===== config.mk =====
export PLATFORM = sky130hd
export DESIGN_NAME = butterfly_pipe
export DESIGN_NICKNAME = d
export VERILOG_FILES = /design/src/rtl/butterfly_pipe.sv
export SDC_FILE = /design/constraint.sdc
export NUM_CORES = 2
export LEC_CHECK = 0
export BUFFER_PORTS_ARGS = -buffer_cell sky130_fd_sc_hd__clkbuf_2
export CORE_MARGIN = 2
export CORE_UTILIZATION = 42
export CTS_CLUSTER_DIAMETER = 100
export CTS_CLUSTER_SIZE = 25
export DETAILED_ROUTE_END_ITERATION = 10
export SKIP_CTS_REPAIR_TIMING = 1
export SLEW_MARGIN = 20
export SYNTH_ARGS = -nofsm -noshare
export SYNTH_HDL_FRONTEND = slang
export SYNTH_SLANG_ARGS = --single-unit

===== constraint.sdc =====
create_clock -name i_clk -period 21.6 [get_ports i_clk]
set_clock_uncertainty 0.2 [all_clocks]
set_input_delay 4.32 -clock i_clk [delete_from_list [all_inputs] [get_ports i_clk]]
set_output_delay 4.32 -clock i_clk [all_outputs]
set_load 0.01 [all_outputs]

===== src/rtl/butterfly_pipe.sv =====
// -----------------------------------------------------------------------------
// butterfly_pipe
//   Three-stage pipelined radix-2 complex butterfly with fixed-point
//   saturation, optional divide-by-2 output scaling and a sticky overflow flag.
//   Complex words are packed {real, imag}, each half a signed two's-complement
//   value with FRAC_BITS fractional bits.
//
//   DIT: o_A = A + B*W,  o_B = A - B*W
//   DIF: o_A = A + B,    o_B = (A - B)*W
//
// Ports
//   i_clk, i_rst_n       clock, asynchronous active-low reset
//   i_valid / o_ready    input handshake (transfer when both are high)
//   i_A, i_B, i_twiddle  operands and twiddle factor W
//   i_mode               0 = DIT, 1 = DIF (captured with the sample)
//   i_scale              1 = halve both results (captured with the sample)
//   o_valid / i_ready    output handshake
//   o_A, o_B             results, held while no new result is presented
//   o_ovf, i_ovf_clr     sticky saturation flag and its synchronous clear
// -----------------------------------------------------------------------------
module butterfly_pipe #(
    parameter int WORD_SZ   = 32,
    parameter int FRAC_BITS = 6
) (
    input  logic               i_clk,
    input  logic               i_rst_n,
    input  logic               i_valid,
    output logic               o_ready,
    input  logic [WORD_SZ-1:0] i_A,
    input  logic [WORD_SZ-1:0] i_B,
    input  logic [WORD_SZ-1:0] i_twiddle,
    input  logic               i_mode,
    input  logic               i_scale,
    output logic               o_valid,
    input  logic               i_ready,
    output logic [WORD_SZ-1:0] o_A,
    output logic [WORD_SZ-1:0] o_B,
    output logic               o_ovf,
    input  logic               i_ovf_clr
);
    localparam int WORD_MID = WORD_SZ / 2;
    // Product sum width plus one guard bit so the rounding add cannot wrap.
    localparam int PW = 2 * WORD_MID + 2;
    localparam logic [WORD_MID-1:0] MAX_V = {1'b0, {(WORD_MID-1){1'b1}}};
    localparam logic [WORD_MID-1:0] MIN_V = {1'b1, {(WORD_MID-1){1'b0}}};
    localparam logic [PW-1:0] ROUND_K = (FRAC_BITS > 0) ? (PW'(1) << (FRAC_BITS - 1)) : '0;

    // Sign-extend a half-word by one bit.
    function automatic logic [WORD_MID:0] sx(input logic [WORD_MID-1:0] v);
        return {v[WORD_MID-1], v};
    endfunction

    // One-guard-bit value leaves the half-word range when the top two bits differ.
    function automatic logic clips_n(input logic [WORD_MID:0] v);
        return v[WORD_MID] ^ v[WORD_MID-1];
    endfunction

    function automatic logic [WORD_MID-1:0] sat_n(input logic [WORD_MID:0] v);
        if (clips_n(v)) return v[WORD_MID] ? MIN_V : MAX_V;
        return v[WORD_MID-1:0];
    endfunction

    // Wide value fits a half-word only if all bits above the half-word sign agree.
    function automatic logic clips_p(input logic [PW-1:0] v);
        return !((&v[PW-1:WORD_MID-1]) || !(|v[PW-1:WORD_MID-1]));
    endfunction

    function automatic logic [WORD_MID-1:0] sat_p(input logic [PW-1:0] v);
        if (clips_p(v)) return v[PW-1] ? MIN_V : MAX_V;
        return v[WORD_MID-1:0];
    endfunction

    logic stall;
    logic sat_event;

    // Stage registers
    logic               s1_valid, s1_mode, s1_scale;
    logic [WORD_SZ-1:0] s1_a, s1_x, s1_w;
    logic               s2_valid, s2_mode, s2_scale;
    logic [WORD_SZ-1:0] s2_a, s2_p;
    logic               s3_valid;
    logic [WORD_SZ-1:0] s3_a, s3_b;
    logic               ovf_flag;

    // ---------------- S1: DIF pre-add/subtract ----------------
    logic [WORD_SZ-1:0] s1_a_next, s1_x_next;
    logic [1:0]         s1_clip;

    for (genvar gi = 0; gi < 2; gi++) begin : g_s1
        logic [WORD_MID-1:0] a_h, b_h;
        logic [WORD_MID:0]   sum_w, dif_w;
        assign a_h   = i_A[gi*WORD_MID +: WORD_MID];
        assign b_h   = i_B[gi*WORD_MID +: WORD_MID];
        assign sum_w = sx(a_h) + sx(b_h);
        assign dif_w = sx(a_h) - sx(b_h);
        assign s1_a_next[gi*WORD_MID +: WORD_MID] = i_mode ? sat_n(sum_w) : a_h;
        assign s1_x_next[gi*WORD_MID +: WORD_MID] = i_mode ? sat_n(dif_w) : b_h;
        assign s1_clip[gi] = i_mode && (clips_n(sum_w) || clips_n(dif_w));
    end

    // ---------------- S2: complex multiply X*W ----------------
    // Operands are extended to 2*WORD_MID bits so each product is exact.
    logic [2*WORD_MID-1:0] xr, xi, wr, wi;
    logic [2*WORD_MID-1:0] m_rr, m_ii, m_ri, m_ir;
    logic [PW-1:0]         pr_full, pi_full, pr_rnd, pi_rnd, pr_sh, pi_sh;
    logic [WORD_SZ-1:0]    s2_p_next;
    logic                  s2_clip;

    assign xr = {{WORD_MID{s1_x[WORD_SZ-1]}},  s1_x[WORD_SZ-1:WORD_MID]};
    assign xi = {{WORD_MID{s1_x[WORD_MID-1]}}, s1_x[WORD_MID-1:0]};
    assign wr = {{WORD_MID{s1_w[WORD_SZ-1]}},  s1_w[WORD_SZ-1:WORD_MID]};
    assign wi = {{WORD_MID{s1_w[WORD_MID-1]}}, s1_w[WORD_MID-1:0]};

    assign m_rr = $signed(xr) * $signed(wr);
    assign m_ii = $signed(xi) * $signed(wi);
    assign m_ri = $signed(xr) * $signed(wi);
    assign m_ir = $signed(xi) * $signed(wr);

    assign pr_full = {{2{m_rr[2*WORD_MID-1]}}, m_rr} - {{2{m_ii[2*WORD_MID-1]}}, m_ii};
    assign pi_full = {{2{m_ri[2*WORD_MID-1]}}, m_ri} + {{2{m_ir[2*WORD_MID-1]}}, m_ir};

    // Round half-up: add half an LSB, then arithmetic shift.
    assign pr_rnd = pr_full + ROUND_K;
    assign pi_rnd = pi_full + ROUND_K;
    assign pr_sh  = $signed(pr_rnd) >>> FRAC_BITS;
    assign pi_sh  = $signed(pi_rnd) >>> FRAC_BITS;

    assign s2_p_next = {sat_p(pr_sh), sat_p(pi_sh)};
    assign s2_clip   = clips_p(pr_sh) || clips_p(pi_sh);

    // ---------------- S3: post add/subtract and scaling ----------------
    logic [WORD_SZ-1:0] s3_a_next, s3_b_next;
    logic [1:0]         s3_clip;

    for (genvar gi = 0; gi < 2; gi++) begin : g_s3
        logic [WORD_MID-1:0] a_h, p_h;
        logic [WORD_MID:0]   ra, rb;
        assign a_h = s2_a[gi*WORD_MID +: WORD_MID];
        assign p_h = s2_p[gi*WORD_MID +: WORD_MID];
        assign ra  = s2_mode ? sx(a_h) : (sx(a_h) + sx(p_h));
        assign rb  = s2_mode ? sx(p_h) : (sx(a_h) - sx(p_h));
        // Scaling keeps the guard bit and drops the LSB (floor divide by 2).
        assign s3_a_next[gi*WORD_MID +: WORD_MID] = s2_scale ? ra[WORD_MID:1] : sat_n(ra);
        assign s3_b_next[gi*WORD_MID +: WORD_MID] = s2_scale ? rb[WORD_MID:1] : sat_n(rb);
        assign s3_clip[gi] = !s2_scale && (clips_n(ra) || clips_n(rb));
    end

    // ---------------- Control ----------------
    // A full output that is not taken freezes the whole pipe.
    assign stall   = s3_valid && !i_ready;
    assign o_ready = !stall;

    // Only stages that actually advance a valid sample may flag saturation.
    assign sat_event = !stall && ((i_valid && (|s1_clip)) ||
                                  (s1_valid && s2_clip) ||
                                  (s2_valid && (|s3_clip)));

    always_ff @(posedge i_clk or negedge i_rst_n) begin
        if (!i_rst_n) begin
            s1_valid <= 1'b0;
            s1_mode  <= 1'b0;
            s1_scale <= 1'b0;
            s1_a     <= '0;
            s1_x     <= '0;
            s1_w     <= '0;
            s2_valid <= 1'b0;
            s2_mode  <= 1'b0;
            s2_scale <= 1'b0;
            s2_a     <= '0;
            s2_p     <= '0;
            s3_valid <= 1'b0;
            s3_a     <= '0;
            s3_b     <= '0;
            ovf_flag <= 1'b0;
        end else begin
            if (!stall) begin
                s1_valid <= i_valid;
                if (i_valid) begin
                    s1_mode  <= i_mode;
                    s1_scale <= i_scale;
                    s1_a     <= s1_a_next;
                    s1_x     <= s1_x_next;
                    s1_w     <= i_twiddle;
                end
                s2_valid <= s1_valid;
                if (s1_valid) begin
                    s2_mode  <= s1_mode;
                    s2_scale <= s1_scale;
                    s2_a     <= s1_a;
                    s2_p     <= s2_p_next;
                end
                s3_valid <= s2_valid;
                if (s2_valid) begin
                    s3_a <= s3_a_next;
                    s3_b <= s3_b_next;
                end
            end
            // A new saturation wins over a simultaneous clear.
            ovf_flag <= (ovf_flag && !i_ovf_clr) || sat_event;
        end
    end

    assign o_valid = s3_valid;
    assign o_A     = s3_a;
    assign o_B     = s3_b;
    assign o_ovf   = ovf_flag;

endmodule


## Word-level counts from Yosys, hierarchy flattened

Index checks and enable logic that the tools add are counted.

| word-level totals | value |
|---|---|
| bits in registers | 232 |
| input bits | 103 |
| word-level logic and storage cells | 125 |

| operators by class | value |
|---|---|
| add/sub/neg operators | 12 |
| multipliers | 4 |
| muxes and demuxes | 48 |
| bitwise operators | 9 |
| reduce and logical (&&, ||, !) cells | 37 |

Operators by type and width:

| operator | number |
|---|---|
| 2-to-1 mux 16 bit | 36 |
| multiplier 16 x 16 -> 32 bit | 4 |
| adder 16 x 16 -> 17 bit | 4 |
| adder 33 x 7 -> 34 bit, second input constant | 2 |
| 2-to-1 mux 17 bit | 4 |
| subtractor 16 x 16 -> 17 bit | 4 |
| adder 32 x 32 -> 33 bit | 1 |
| subtractor 32 x 32 -> 33 bit | 1 |
| AND reduction 13 bit | 2 |
| OR reduction 13 bit | 2 |
| logical AND 1 bit | 10 |
| logical OR 1 bit | 10 |
| zero test 1 bit | 8 |
| 2-to-1 mux 1 bit | 8 |
| XOR 1 bit | 8 |
| AND reduction 2 bit | 3 |
| OR reduction 2 bit | 2 |
| NOT 1 bit | 1 |

## Longest topological paths before layout

| depth | value |
|---|---|
| depth in word-level cells | 13 |
| mapped depth | 31 |
| gate-level depth less buffers | 29 |

## Least setup slack after synthesis

OpenSTA, ideal clock, no wires.

| timing path | value |
|---|---|
| path kind | input to output |
| start point | in i_ready |
| end point | out o_ready |
| data arrival time | 4672 ps |
| slack | 12408 ps |
| stages on the path | 2 |
| buffers on the path | 1 |
| path through | nand2b_1 clkbuf_1 |

| between the ends | value |
|---|---|
| word-level cells in the longest chain between the ends | 3 |

RTL lines:

| item | line | source |
|---|---|---|
| start, declared | 35 | `input logic i_ready,` |
| zero test 1 bit | 150 | `assign stall = s3_valid && !i_ready;` |
| logical AND 1 bit | 150 |  |
| zero test 1 bit | -- |  |
| end, declared | 28 | `output logic o_ready,` |

No other way between the ends.

## Worst setup path after layout

| timing path | value |
|---|---|
| start point | reg s1_w[0] |
| end point | reg s2_p[30] |

| between the ends | value |
|---|---|
| word-level cells in the longest chain between the ends | 7 |
| elaborated cells on any way between the ends | 9 |

RTL lines:

| item | line | source |
|---|---|---|
| start, declared | 78 | `logic [WORD_SZ-1:0] s1_a, s1_x, s1_w;` |
| start signal, assigned | 183 | `s1_w <= i_twiddle;` |
| multiplier 16 x 16 -> 32 bit * | 115 | `assign m_ii = $signed(xi) * $signed(wi);` |
| subtractor 32 x 32 -> 33 bit * | 119 | `assign pr_full = {{2{m_rr[2*WORD_MID-1]}}, m_rr} - {{2{m_ii[2*WORD_MID-1]}}, m_ii};` |
| adder 33 x 7 -> 34 bit * | 123 | `assign pr_rnd = pr_full + ROUND_K;` |
| OR reduction 13 bit | 65 | `return !((&v[PW-1:WORD_MID-1]) \|\| !(\|v[PW-1:WORD_MID-1]));` |
| zero test 1 bit | 65 |  |
| logical OR 1 bit | 65 |  |
| 2-to-1 mux 16 bit * | 70 | `return v[WORD_MID-1:0];` |
| end signal, assigned | 190 | `s2_p <= s2_p_next;` |
| end, declared | 80 | `logic [WORD_SZ-1:0] s2_a, s2_p;` |

Every way passes the cells marked *; elsewhere a longest branch is shown, timed or not.
A chain may end at the register's enable or synchronous reset.

==> results_dict.tcl <==
set metrics [dict create \
    outcome "completed" \
    mostFrequentLayoutCells "inv_1 (1400), fa_1 (1200), nand2_1 (807)" \
    timing.final.max_slew_violations 0 \
    critical_path.startpoint "s1_w[0]" \
    ys_ff_latch 232 \
    utilization_after_layout_pct 44.8 \
    worst_ep_arrival_time_ns 10.38 \
    drt_pre_antenna_iters 5 \
    finalHoldViolations 0 \
    ys_seq_area_share_pct 10.0 \
    tightest_slew_ns 1.07 \
    largest_net_degree_at_the_start_of_global_routing 82 \
    postSynthNetCount 8206 \
    start_kind "flip-flop" \
    worst-setup-path-type "reg -> reg" \
    fmax_mhz 99.5 \
    floorplan.die.height_um 375 \
    core.rowCount 136 \
    layout-area-overhead-vs-synth_pct 6.11 \
    core_box_area_mm2 0.137 \
    tritoncts "done" \
    first_global_vias 45600 \
    fp.dieArea_mm2 0.141 \
    ys.flop_type "dfrtp_1" \
    holdCritStartpoint "o_A[30]" \
    unrepaired_setup_endpoints_after_global_routing "false" \
    crit_fanout 33 \
    first_pass_grt_wire_length_um 268000 \
    avgRoutedWirePerCell_um 20.4 \
    tritoncts_num_sinks 232 \
    setup.worst_path.end_class "flip-flop" \
    dp.cells 8194 \
    cts_buffer_depth 3 \
    cap_violations 0 \
    cts.reportedPaths.clkPinSlew_ns 0.09 \
    postRouteWirelength_um 168000 \
    area_share_of_fa_ha_maj_cells_after_synthesis_pct 51.0 \
    gpl.final_weighted_congestion 0.879 \
    layout-drive-gt1-share_pct 5.82 \
    worstPathRequired_ns 21.93 \
    mostFrequentLayoutCell "inv_1" \
    cts_inserted_buffers 24 \
    gr-total-overflow 0 \
    synth-warning-count 0 \
    worstSkewPairLatency_ns 0.63 \
    start_util_pct 42.2 \
    slew-limit-headroom_pct 28.3 \
    detail_route.iter0.violations 2907 \
    reg2reg_from "s1_w[0]" \
    detail_route_antenna_nets 0 \
    fraction_of_the_mapped_netlist_area_in_compound_gates_pct 9.21 \
    syn_avg_cell_area_um2 8.95 \
    post-route-period-util_pct 46.5 \
    synth_simple_gate_area_share_pct 15.0 \
    async_flop_share_pct 100 \
    fin_worst_hold_slack_ns 0.274 \
    vias_per_cell 5.21 \
    min_path_type "reg -> reg" \
    cts_root_buf "clkbuf_16" \
    final_period_minus_worst_setup_slack_ns 10.05 \
    route.detailed.drc 0 \
    detailroute.via_count 42900 \
    htreeDepth 1 \
    portBuffers 169 \
    fp.dieW_um 375 \
    yosys.area_share.xor_xnor_pct 2.57 \
    muxShareOfSynthArea_pct 0.970 \
    final.setup.tns_ns 0 \
    mappedNetlistArea_mm2 0.0579 \
    setup_violations 0 \
    grt_antenna_before_repair 2 \
    synthesis.instances 6471 \
    post_synth_edffs 0 \
    synth_top_family_by_area "adder cells" \
    layout.cells.non_filler 8239 \
    yosysUniqueCellTypes 86 \
    final_net_count 8161 \
    io_pins 170 \
    global_router_s_overall_resource_usage_pct 24.6 \
    hpwl_um 131000 \
]
-- sequential cells by signal (all words and copies together), names as in the netlist --
signal    flops
s2_valid      1
s2_a         32
s1_mode       1
o_A          32
o_valid       1
s2_mode       1
s1_w         32
o_B          32
s1_x         32
o_ovf         1
s1_a         32
s2_p         32
s1_scale      1
s2_scale      1
s1_valid      1
-- worst max-delay path, stage by stage (launching register included) --
cell	delay [ns]
dfrtp_1	0.34
buf_4	0.43
nand2_1	0.30
inv_1	0.70
fa_1	0.57
fa_1	0.48
fa_1	0.49
inv_1	0.05
fa_1	0.48
fa_1	0.60
fa_1	0.44
fa_1	0.50
inv_1	0.05
fa_1	0.48
inv_1	0.05
ha_1	0.38
a211o_1	0.29
a21oi_1	0.32
o2111ai_1	0.17
a21oi_1	0.45
o21a_1	0.21
o21a_1	0.22
a211o_1	0.53
a21boi_1	0.43
buf_4	0.35
nor2b_1	0.17
o31ai_1	0.22
-- stage by stage --
| stage | setup WS (ns) | area [µm²] |
|---|---|---|
| 6_report | 11.55 | 61400 |
| 5_1_grt | 10.99 | 61400 |
| 4_1_cts | 11.57 | 61400 |
| 3_5_place_dp | 11.59 | 60500 |
| 3_3_place_gp | 11.71 | 60500 |
| 2_1_floorplan | 12.41 | 57900 |
-- synth_stat cells (all sizes together) (9+ instances only) --
master   number  share of area (%)
inv        1401                9.1
fa         1200                 41
nand2       809                5.2
and2        498                5.4
ha          432                9.3
clkbuf      315                2.0
nor2        249                1.6
dfrtp       232                 10
o21ai       214                1.8
a21oi       208                1.8
xnor2       129                2.0
a21o         57               0.74
nand2b       52               0.56
o31ai        45               0.59
nor3         43               0.37
xor2         41               0.62
nand3        36               0.31
o21a         35               0.45
a31oi        33               0.37
mux2         33               0.64
nor2b        29               0.31
o21bai       29               0.38
a211oi       24               0.31
a221oi       22               0.34
o211ai       21               0.27
o22ai        20               0.22
mux2i        19               0.33
and3         18               0.20
or3          18               0.19
buf          16               0.12
nand4        15               0.17
a221o        13               0.22
a22oi        12               0.16
a2111oi      11               0.17
maj3          9               0.16
nor4          9               0.11
o31a          9               0.14
or4           9               0.12
-- layer usage --
layer,global-route usage (%),share of wire (%)
met1,33.6,43
met5,0,0
met2,41.6,48
met3,2.43,4.9
met4,7.24,3.3
-- logic make-up after synthesis --
kind of cell / count (synthesis)
adder cells (fa/ha/maj): 1641
XOR/XNOR: 170
AND/OR/NAND/NOR: 1813
buffers and inverters: 1733
multiplexers: 52
AO/OA/AOI/OAI: 830
flip-flops: 232
-- path summary, 6_finish.rpt --
check	to	slack (ns)	cells past startpoint
setup reg to reg	s2_p[30]	11.55	26
hold / removal	o_A[30]	0.27	2
setup / recovery	s2_p[30]	11.55	26
hold reg to reg	o_A[30]	0.27	2
max in group asynchronous	s1_x[1]	16.36	2
min in group asynchronous	o_A[15]	3.44	1
-- area by class of cell --
type                       instances  area (µm²)
multi-input combinational       4506       45600
timing repair buffer             260        1540
tap                             1794        2240
fill                           13500       75700
inverter                        1402        5260
antenna                            1        2.50
sequential                       232        5810
clock inverter                    20         377
clock buffer                      24         601
Power is not shown: default switching activity piles up to over one toggle a cycle in this logic, so the estimate is an artifact.
